===== src/rtl/dmem_axi_bridge_pkg.sv =====
// Shared definitions for the dcache-to-AXI data bridge.
//   XLEN / ADDR_W / RESP_W : data, address and AXI response widths
//   ST_*                   : bridge FSM state encoding
//   AXI_RESP_OKAY          : the only response treated as success
package dmem_axi_bridge_pkg;

    localparam int XLEN   = 64;
    localparam int ADDR_W = 32;
    localparam int RESP_W = 2;
    localparam int STRB_W = XLEN / 8;

    localparam logic [2:0] ST_IDLE    = 3'd0;
    localparam logic [2:0] ST_RD_ADDR = 3'd1;
    localparam logic [2:0] ST_RD_DATA = 3'd2;
    localparam logic [2:0] ST_WR_ADDR = 3'd3;
    localparam logic [2:0] ST_WR_RESP = 3'd4;
    localparam logic [2:0] ST_DONE    = 3'd5;

    localparam logic [RESP_W-1:0] AXI_RESP_OKAY = 2'b00;

endpackage


===== src/rtl/dmem_axi_bridge_align.sv =====
// Byte-lane alignment for one access (purely combinational).
//   off_i      : byte offset within the 8-byte beat (addr[2:0])
//   mask_i     : right-justified size mask (0x01/0x03/0x0F/0xFF)
//   wdata_i    : right-justified store data
//   rdata_i    : raw AXI read beat
//   strb_o     : write strobes, mask shifted to the offset
//   wdata_o    : store data shifted into its byte lanes
//   rdata_o    : read beat shifted down to bit 0 and trimmed to the size
//   misalign_o : access crosses its natural alignment
module dmem_align
    import dmem_axi_bridge_pkg::*;
(
    input  logic [2:0]        off_i,
    input  logic [STRB_W-1:0] mask_i,
    input  logic [XLEN-1:0]   wdata_i,
    input  logic [XLEN-1:0]   rdata_i,
    output logic [STRB_W-1:0] strb_o,
    output logic [XLEN-1:0]   wdata_o,
    output logic [XLEN-1:0]   rdata_o,
    output logic              misalign_o
);

    logic [XLEN-1:0] byte_mask;
    logic [3:0]      pop;
    logic [3:0]      size_m1;

    always_comb begin
        byte_mask = '0;
        pop       = '0;
        for (int i = 0; i < STRB_W; i++) begin
            byte_mask[8*i +: 8] = {8{mask_i[i]}};
            pop                 = pop + {3'b000, mask_i[i]};
        end
        // A size-N access is aligned when the low log2(N) offset bits are 0;
        // popcount-1 is exactly that low-bit mask for power-of-two sizes.
        size_m1    = pop - 4'd1;
        misalign_o = (off_i & size_m1[2:0]) != 3'b000;
        strb_o     = mask_i << off_i;
        wdata_o    = wdata_i << {off_i, 3'b000};
        rdata_o    = (rdata_i >> {off_i, 3'b000}) & byte_mask;
    end

endmodule


===== src/rtl/dmem_axi_bridge.sv =====
// Single-outstanding load/store bridge from the memory stage to a 64-bit
// AXI4-Lite-style bus. Returns right-justified raw bytes with a one-cycle
// mem_data_ready_o pulse; misaligned accesses complete with an error and no
// bus traffic.
//   clk, rst            : clock, synchronous active-high reset
//   mem_*_i             : request from the memory stage (held until ready)
//   mem_data_ready_o    : one-cycle completion pulse
//   mem_rdata_o/err_o   : load data / error, valid with ready
//   axi_aw/w/b/ar/r_*   : AXI write address/data/response, read address/data
module dmem_axi_bridge
    import dmem_axi_bridge_pkg::*;
(
    input  logic              clk,
    input  logic              rst,
    input  logic [ADDR_W-1:0] mem_addr_i,
    input  logic              mem_addr_valid_i,
    input  logic [STRB_W-1:0] mem_mask_i,
    input  logic              mem_write_valid_i,
    input  logic [XLEN-1:0]   mem_wdata_i,
    output logic              mem_data_ready_o,
    output logic [XLEN-1:0]   mem_rdata_o,
    output logic              mem_err_o,
    output logic              axi_aw_valid_o,
    input  logic              axi_aw_ready_i,
    output logic [ADDR_W-1:0] axi_aw_addr_o,
    output logic              axi_w_valid_o,
    input  logic              axi_w_ready_i,
    output logic [XLEN-1:0]   axi_w_data_o,
    output logic [STRB_W-1:0] axi_w_strb_o,
    input  logic              axi_b_valid_i,
    output logic              axi_b_ready_o,
    input  logic [RESP_W-1:0] axi_b_resp_i,
    output logic              axi_ar_valid_o,
    input  logic              axi_ar_ready_i,
    output logic [ADDR_W-1:0] axi_ar_addr_o,
    input  logic              axi_r_valid_i,
    output logic              axi_r_ready_o,
    input  logic [XLEN-1:0]   axi_r_data_i,
    input  logic [RESP_W-1:0] axi_r_resp_i
);

    logic [2:0]        state_q, state_d;
    logic [ADDR_W-1:0] addr_q, addr_d;
    logic [STRB_W-1:0] mask_q, mask_d;
    logic [STRB_W-1:0] strb_q, strb_d;
    logic [XLEN-1:0]   wdata_q, wdata_d;
    logic [XLEN-1:0]   rdata_q, rdata_d;
    logic              err_q, err_d;
    logic              ready_q, ready_d;
    logic              aw_valid_q, aw_valid_d;
    logic              w_valid_q, w_valid_d;
    logic              aw_done_q, aw_done_d;
    logic              w_done_q, w_done_d;
    logic              b_ready_q, b_ready_d;
    logic              ar_valid_q, ar_valid_d;
    logic              r_ready_q, r_ready_d;

    // In IDLE the aligner looks at the incoming request (misalign check and
    // store lane shift are captured into flops); afterwards it uses the
    // latched request to extract read data.
    logic              idle;
    logic [2:0]        al_off;
    logic [STRB_W-1:0] al_mask;
    logic [STRB_W-1:0] al_strb;
    logic [XLEN-1:0]   al_wdata;
    logic [XLEN-1:0]   al_rdata;
    logic              al_misalign;

    assign idle    = (state_q == ST_IDLE);
    assign al_off  = idle ? mem_addr_i[2:0] : addr_q[2:0];
    assign al_mask = idle ? mem_mask_i      : mask_q;

    dmem_align u_align (
        .off_i      (al_off),
        .mask_i     (al_mask),
        .wdata_i    (mem_wdata_i),
        .rdata_i    (axi_r_data_i),
        .strb_o     (al_strb),
        .wdata_o    (al_wdata),
        .rdata_o    (al_rdata),
        .misalign_o (al_misalign)
    );

    logic aw_hs, w_hs;
    assign aw_hs = aw_valid_q & axi_aw_ready_i;
    assign w_hs  = w_valid_q & axi_w_ready_i;

    always_comb begin
        state_d    = state_q;
        addr_d     = addr_q;
        mask_d     = mask_q;
        strb_d     = strb_q;
        wdata_d    = wdata_q;
        rdata_d    = rdata_q;
        err_d      = err_q;
        ready_d    = ready_q;
        aw_valid_d = aw_valid_q;
        w_valid_d  = w_valid_q;
        aw_done_d  = aw_done_q;
        w_done_d   = w_done_q;
        b_ready_d  = b_ready_q;
        ar_valid_d = ar_valid_q;
        r_ready_d  = r_ready_q;

        case (state_q)
            ST_IDLE: begin
                if (mem_addr_valid_i) begin
                    addr_d  = mem_addr_i;
                    mask_d  = mem_mask_i;
                    strb_d  = al_strb;
                    wdata_d = al_wdata;
                    if (al_misalign) begin
                        state_d = ST_DONE;
                        ready_d = 1'b1;
                        err_d   = 1'b1;
                        rdata_d = '0;
                    end else if (mem_write_valid_i) begin
                        state_d    = ST_WR_ADDR;
                        aw_valid_d = 1'b1;
                        w_valid_d  = 1'b1;
                        aw_done_d  = 1'b0;
                        w_done_d   = 1'b0;
                    end else begin
                        state_d    = ST_RD_ADDR;
                        ar_valid_d = 1'b1;
                    end
                end
            end
            ST_RD_ADDR: begin
                if (axi_ar_ready_i) begin
                    ar_valid_d = 1'b0;
                    r_ready_d  = 1'b1;
                    state_d    = ST_RD_DATA;
                end
            end
            ST_RD_DATA: begin
                if (axi_r_valid_i) begin
                    r_ready_d = 1'b0;
                    err_d     = (axi_r_resp_i != AXI_RESP_OKAY);
                    rdata_d   = err_d ? '0 : al_rdata;
                    ready_d   = 1'b1;
                    state_d   = ST_DONE;
                end
            end
            ST_WR_ADDR: begin
                if (aw_hs) begin
                    aw_valid_d = 1'b0;
                    aw_done_d  = 1'b1;
                end
                if (w_hs) begin
                    w_valid_d = 1'b0;
                    w_done_d  = 1'b1;
                end
                if (aw_done_d && w_done_d) begin
                    aw_done_d = 1'b0;
                    w_done_d  = 1'b0;
                    b_ready_d = 1'b1;
                    state_d   = ST_WR_RESP;
                end
            end
            ST_WR_RESP: begin
                if (axi_b_valid_i) begin
                    b_ready_d = 1'b0;
                    err_d     = (axi_b_resp_i != AXI_RESP_OKAY);
                    rdata_d   = '0;
                    ready_d   = 1'b1;
                    state_d   = ST_DONE;
                end
            end
            ST_DONE: begin
                // Result is only meaningful alongside the ready pulse.
                ready_d = 1'b0;
                err_d   = 1'b0;
                rdata_d = '0;
                state_d = ST_IDLE;
            end
            default: state_d = ST_IDLE;
        endcase
    end

    always_ff @(posedge clk) begin
        if (rst) begin
            state_q    <= ST_IDLE;
            addr_q     <= '0;
            mask_q     <= '0;
            strb_q     <= '0;
            wdata_q    <= '0;
            rdata_q    <= '0;
            err_q      <= 1'b0;
            ready_q    <= 1'b0;
            aw_valid_q <= 1'b0;
            w_valid_q  <= 1'b0;
            aw_done_q  <= 1'b0;
            w_done_q   <= 1'b0;
            b_ready_q  <= 1'b0;
            ar_valid_q <= 1'b0;
            r_ready_q  <= 1'b0;
        end else begin
            state_q    <= state_d;
            addr_q     <= addr_d;
            mask_q     <= mask_d;
            strb_q     <= strb_d;
            wdata_q    <= wdata_d;
            rdata_q    <= rdata_d;
            err_q      <= err_d;
            ready_q    <= ready_d;
            aw_valid_q <= aw_valid_d;
            w_valid_q  <= w_valid_d;
            aw_done_q  <= aw_done_d;
            w_done_q   <= w_done_d;
            b_ready_q  <= b_ready_d;
            ar_valid_q <= ar_valid_d;
            r_ready_q  <= r_ready_d;
        end
    end

    assign mem_data_ready_o = ready_q;
    assign mem_rdata_o      = rdata_q;
    assign mem_err_o        = err_q;
    assign axi_aw_valid_o   = aw_valid_q;
    assign axi_aw_addr_o    = {addr_q[ADDR_W-1:3], 3'b000};
    assign axi_w_valid_o    = w_valid_q;
    assign axi_w_data_o     = wdata_q;
    assign axi_w_strb_o     = strb_q;
    assign axi_b_ready_o    = b_ready_q;
    assign axi_ar_valid_o   = ar_valid_q;
    assign axi_ar_addr_o    = {addr_q[ADDR_W-1:3], 3'b000};
    assign axi_r_ready_o    = r_ready_q;

endmodule

===== config.mk =====
export PLATFORM = sky130hd
export DESIGN_NAME = dmem_axi_bridge
export DESIGN_NICKNAME = d
export VERILOG_FILES = /design/src/rtl/dmem_axi_bridge_pkg.sv /design/src/rtl/dmem_axi_bridge_align.sv /design/src/rtl/dmem_axi_bridge.sv
export SDC_FILE = /design/constraint.sdc
export NUM_CORES = 1
export LEC_CHECK = 0
export ABC_AREA = 1
export CAP_MARGIN = 15
export CORE_UTILIZATION = 30
export DETAILED_ROUTE_END_ITERATION = 10
export GPL_TIMING_DRIVEN = 0
export SYNTH_ARGS = -nofsm -noshare
export SYNTH_HDL_FRONTEND = slang
export SYNTH_HIERARCHICAL = 1
export SYNTH_SLANG_ARGS = --single-unit

===== constraint.sdc =====
create_clock -name clk -period 7.3 [get_ports clk]
set_clock_uncertainty 0.15 [all_clocks]
set_input_delay 1.095 -clock clk [delete_from_list [all_inputs] [get_ports clk]]
set_output_delay 1.095 -clock clk [all_outputs]
set_load 0.01 [all_outputs]

==> run summary <==
The detailed-route DRC error count came out at 0. At the end of routability-driven placement, the weighted congestion stood at 0.989. The logs give 7040 ps for the data arrival time of the critical path and 20 for the largest net degree at the start of global routing. At the pin with the least slew margin, the transition time is 1070 ps. The endpoint identified for the worst register-to-register timing path is mem_rdata_o[40]$_SDFFE_PP0P_. Hold timing on the final database bottoms out at a slack of 302 ps. For hold timing, the worst endpoint is mask_q[2]$_SDFFE_PP0P_.

Counting along the longest clock path gives a buffer depth of 2. The average footprint of a synthesized cell is 5.91 µm², and the number of slew-limit violations in the final report is 0. The average wire per cell in the routed design works out to 21.9 µm. In the post-synthesis netlist, the biggest area contributors are sky130_fd_sc_hd__dfxtp_1 (30%), sky130_fd_sc_hd__nand2_1 (22%), sky130_fd_sc_hd__nand3_1 (12%). The run gives 480 ps as the worst setup slack for register-to-register paths. The critical path contains buffers and inverters numbering 8 combined. The share of post-route cells with drive strength above 1 is 8.43%, and the hold violation count in the final report is 0. The flow ran to the end, and the final reports show no timing, DRC or antenna violations. Once placement finished, the instance area stood at 0.0170 mm². The netlist uses 30 different library cells. The final critical path takes up 93.5% of the cycle. The number of vias in the routed layout is 15,311. The critical path in this run is classified as flop to flop. The wire length of the first global-routing pass was 97,100 µm; the first-iteration detailed-routing DRC count was 1,229. Summed over all instances, the cell type with the most area after synthesis is sky130_fd_sc_hd__dfxtp_1. Buffers inserted to repair hold after CTS numbered 0. The register bit total from synthesis was 188. At the later pin of the worst-skew pair, clock insertion delay measures 470 ps. The layout net count was 2,701; the half-perimeter wire length after detailed placement was 55,500 µm. The largest single stage delay on the critical path is 530 ps. The cell count after synthesis is 2,110, and the shortest period the worst path allows is 6820 ps. After clock tree synthesis, the clock-pin slew on the worst setup and hold paths is 80 ps.

In this run the critical register-to-register path is launched from state_q[2]$_SDFFE_PP0P_. Counting instances, the worst hold path has a depth of 2. The total global-route track usage was 31.4%. The maximum vdd ir drop was 184 µV; the detail-routed via count per cell was 5.00.

The family with the most delay on the worst path was adder cells. During placement, the flow inserted port buffers numbering 380. In this run the most critical hold path is launched from mask_q[2]$_SDFFE_PP0P_.

The tools report the required time of the worst setup path as 7520 ps. The run gives 17 as the TritonCTS buffer count. The sort of element at the start of the critical path was a flop. The initial antenna violation count came out at 4. Along the worst path, the maximum fanout reaches 10. The vertical extent of the die was 206 µm; the cell count of the worst reg-to-reg path was 24. The effective utilization at floorplan was 30.5%. The tools report the clock tree root buffer cell as sky130_fd_sc_hd__clkbuf_16.

The largest individual stage delay along the critical path comes from the cell sky130_fd_sc_hd__fa_1. The reported max-cap violation count was 0; the area overhead of the layout relative to synthesis was 40.7%. The total number of placement rows came out at 74. The die covers 0.0424 mm². The clock drives 188 sinks. In this run the tightest slew margin relative to its limit is 27.6%. The tightest min-delay check is of the flop to flop type. Based on the critical path, the design can be clocked at up to 0.147 GHz.

The library cell used most frequently in the layout, excluding fill and tap cells, is sky130_fd_sc_hd__nand2_1. In the post-route analysis, the smallest setup slack over all paths is 477 ps. For this run the aggregate overflow at the end of global routing stands at 0.

The mapped netlist covers 0.0125 mm². After routing, the total negative slack on setup checks comes to 0 ps. The floorplan step set the die width to 206 µm. Count of warnings emitted by yosys: 6.

The length of the first detailed-routing pass in iterations was 7. The top cell types in the final layout, fill and taps aside, are sky130_fd_sc_hd__nand2_1 (742), sky130_fd_sc_hd__clkdlybuf4s50_1 (380), sky130_fd_sc_hd__nand3_1 (293). The share of synthesized area in the top cell type comes to 30.2%. TritonCTS built the clock tree.

The via count of the first global-routing pass came out at 15,103. The tools report the sequential area share after synthesis as 30.2%. The total area inside the core boundary comes to 0.0409 mm². Setup repair after global routing left no endpoint under its margin.

Pin placement for this block handled 388 I/O pins. Dividing total power by cell area gives a power density of 474 mW/mm². In this run the remaining antenna-violating nets after routing total 0.

Walking the worst path, the cells encountered are nor2_4 -> nand2_1 -> inv_2 -> buf_2 -> buf_2 -> nand2_1 -> o21ai_1 -> clkbuf_2 -> inv_1 -> ha_1 -> fa_1 -> fa_1 -> fa_1 -> fa_1 -> o221ai_1 -> inv_1 -> nand3_1 -> nand3_1 -> nor2_2 -> buf_2 -> buf_2 -> nand2_1 -> nand2_1 -> nor2_1. Leakage power: 0.00766 µW. Setup violations remaining at the end of the flow were counted as 0.

OpenSTA, run right after detailed placement, puts the worst setup slack at 162 ps. The H-tree depth was 4; the wire length reported by the detailed router was 67,000 µm. The design area came out at 0.0176 mm². The worst setup path is captured at a flop.
==> cells in the mapped netlist <==
| master | instances |
|---|---|
| sky130_fd_sc_hd__a21oi_1 | 157 |
| sky130_fd_sc_hd__buf_1 | 9 |
| sky130_fd_sc_hd__buf_2 | 71 |
| sky130_fd_sc_hd__buf_4 | 72 |
| sky130_fd_sc_hd__buf_6 | 20 |
| sky130_fd_sc_hd__clkbuf_1 | 52 |
| sky130_fd_sc_hd__conb_1 | 1 |
| sky130_fd_sc_hd__dfxtp_1 | 188 |
| sky130_fd_sc_hd__fa_1 | 4 |
| sky130_fd_sc_hd__ha_1 | 2 |
| sky130_fd_sc_hd__inv_1 | 115 |
| sky130_fd_sc_hd__inv_2 | 4 |
| sky130_fd_sc_hd__inv_4 | 1 |
| sky130_fd_sc_hd__nand2_1 | 742 |
| sky130_fd_sc_hd__nand2_2 | 8 |
| sky130_fd_sc_hd__nand3_1 | 293 |
| sky130_fd_sc_hd__nand4_1 | 9 |
| sky130_fd_sc_hd__nor2_1 | 229 |
| sky130_fd_sc_hd__nor2_2 | 1 |
| sky130_fd_sc_hd__nor2_4 | 1 |
| sky130_fd_sc_hd__nor3_1 | 22 |
| sky130_fd_sc_hd__nor3_4 | 1 |
| sky130_fd_sc_hd__nor4_1 | 1 |
| sky130_fd_sc_hd__o211ai_1 | 38 |
| sky130_fd_sc_hd__o21ai_0 | 38 |
| sky130_fd_sc_hd__o21ai_1 | 21 |
| sky130_fd_sc_hd__o21ai_2 | 1 |
| sky130_fd_sc_hd__o221ai_1 | 1 |
| sky130_fd_sc_hd__or2_1 | 7 |
| sky130_fd_sc_hd__xnor2_1 | 1 |
==> how the worst max path moves through the flow <==
stage / from / to / slack (ps) / cells after the start
CTS: state_q[2]$_SDFFE_PP0P_ / mem_rdata_o[42]$_SDFFE_PP0P_ / 140 / 23
global route: state_q[2]$_SDFFE_PP0P_ / mem_rdata_o[42]$_SDFFE_PP0P_ / 90 / 24
global placement: mem_mask_i[0] / mem_rdata_o[42]$_SDFFE_PP0P_ / 210 / 20
floorplan: state_q[2]$_SDFFE_PP0P_ / mem_rdata_o[29]$_SDFFE_PP0P_ / 2100 / 26
finish: state_q[2]$_SDFFE_PP0P_ / mem_rdata_o[40]$_SDFFE_PP0P_ / 480 / 24
detailed placement: state_q[2]$_SDFFE_PP0P_ / mem_rdata_o[42]$_SDFFE_PP0P_ / 160 / 23
==> metrics by stage <==
stage	power, µW	utilization (%)	cells
5_1_grt	8950	42.9	3061
3_3_place_gp	7310	41.5	3027
2_1_floorplan	4930	-	2115
6_report	8320	42.9	3062
4_1_cts	8300	42.9	3059
3_5_place_dp	7340	41.5	3027
==> repair_timing <==
action / in CTS / in global routing
buffers inserted: 0 / 0
setup endpoints to repair: 0 / 14
hold endpoints to repair: 0 / 0
resized for setup: 0 / 3
==> metal layers <==
layer | up-vias | global-route usage (%) | routed length (µm)
met5 | - | 0 | 26
met4 | 4 | 11.4 | 2080
met3 | 92 | 4.12 | 3490
met2 | 552 | 55.4 | 33100
met1 | 7169 | 38.6 | 28300
li1 | 7494 | - | -
==> tightest hold or removal path, cell delays in order, from the launching register on <==
cell	delay [ps]
sky130_fd_sc_hd__dfxtp_1	310
sky130_fd_sc_hd__inv_1	50
sky130_fd_sc_hd__a21oi_1	50
==> state kept, by name (all words and copies together) (netlist names) <==
signal and count:
axi_w_valid_o 1, axi_r_ready_o 1, w_done_q 1, axi_aw_valid_o 1, axi_w_strb_o 8, axi_w_data_o 64
axi_b_ready_o 1, mem_err_o 1, aw_done_q 1, mem_rdata_o 64, addr_q 32, mask_q 8
mem_data_ready_o 1, state_q 3, axi_ar_valid_o 1
==> area by class of cell <==
cell class	instances	area, µm²
repair buffers	380	3800
fillers	4479	23400
clock buffers	17	425
flip-flops and latches	188	3760
multi-input cells	1583	6930
plain buffers	224	1350
clock inverters	15	154
inverters	120	453
well taps	532	666
diodes	3	7.51
==> cell families (layout without fill, tap and decap cells) <==
group	count (synthesis)	in the layout	share of synthesized area [%]
flops	188	188	30.2
other cells	1	9	0.0300
fa+ha+maj	6	6	0.842
buf+inv	344	756	14.4
simple gates	1314	1314	43.4
compound gates	256	256	11.1
xor+xnor	1	1	0.0702
==> power breakdown <==
group / switching [µW] / internal, µW
sequential: 158 / 1310
combinational: 3930 / 1980
clock: 486 / 455
total: 4570 / 3750
Power figures use the tool's default switching activity.
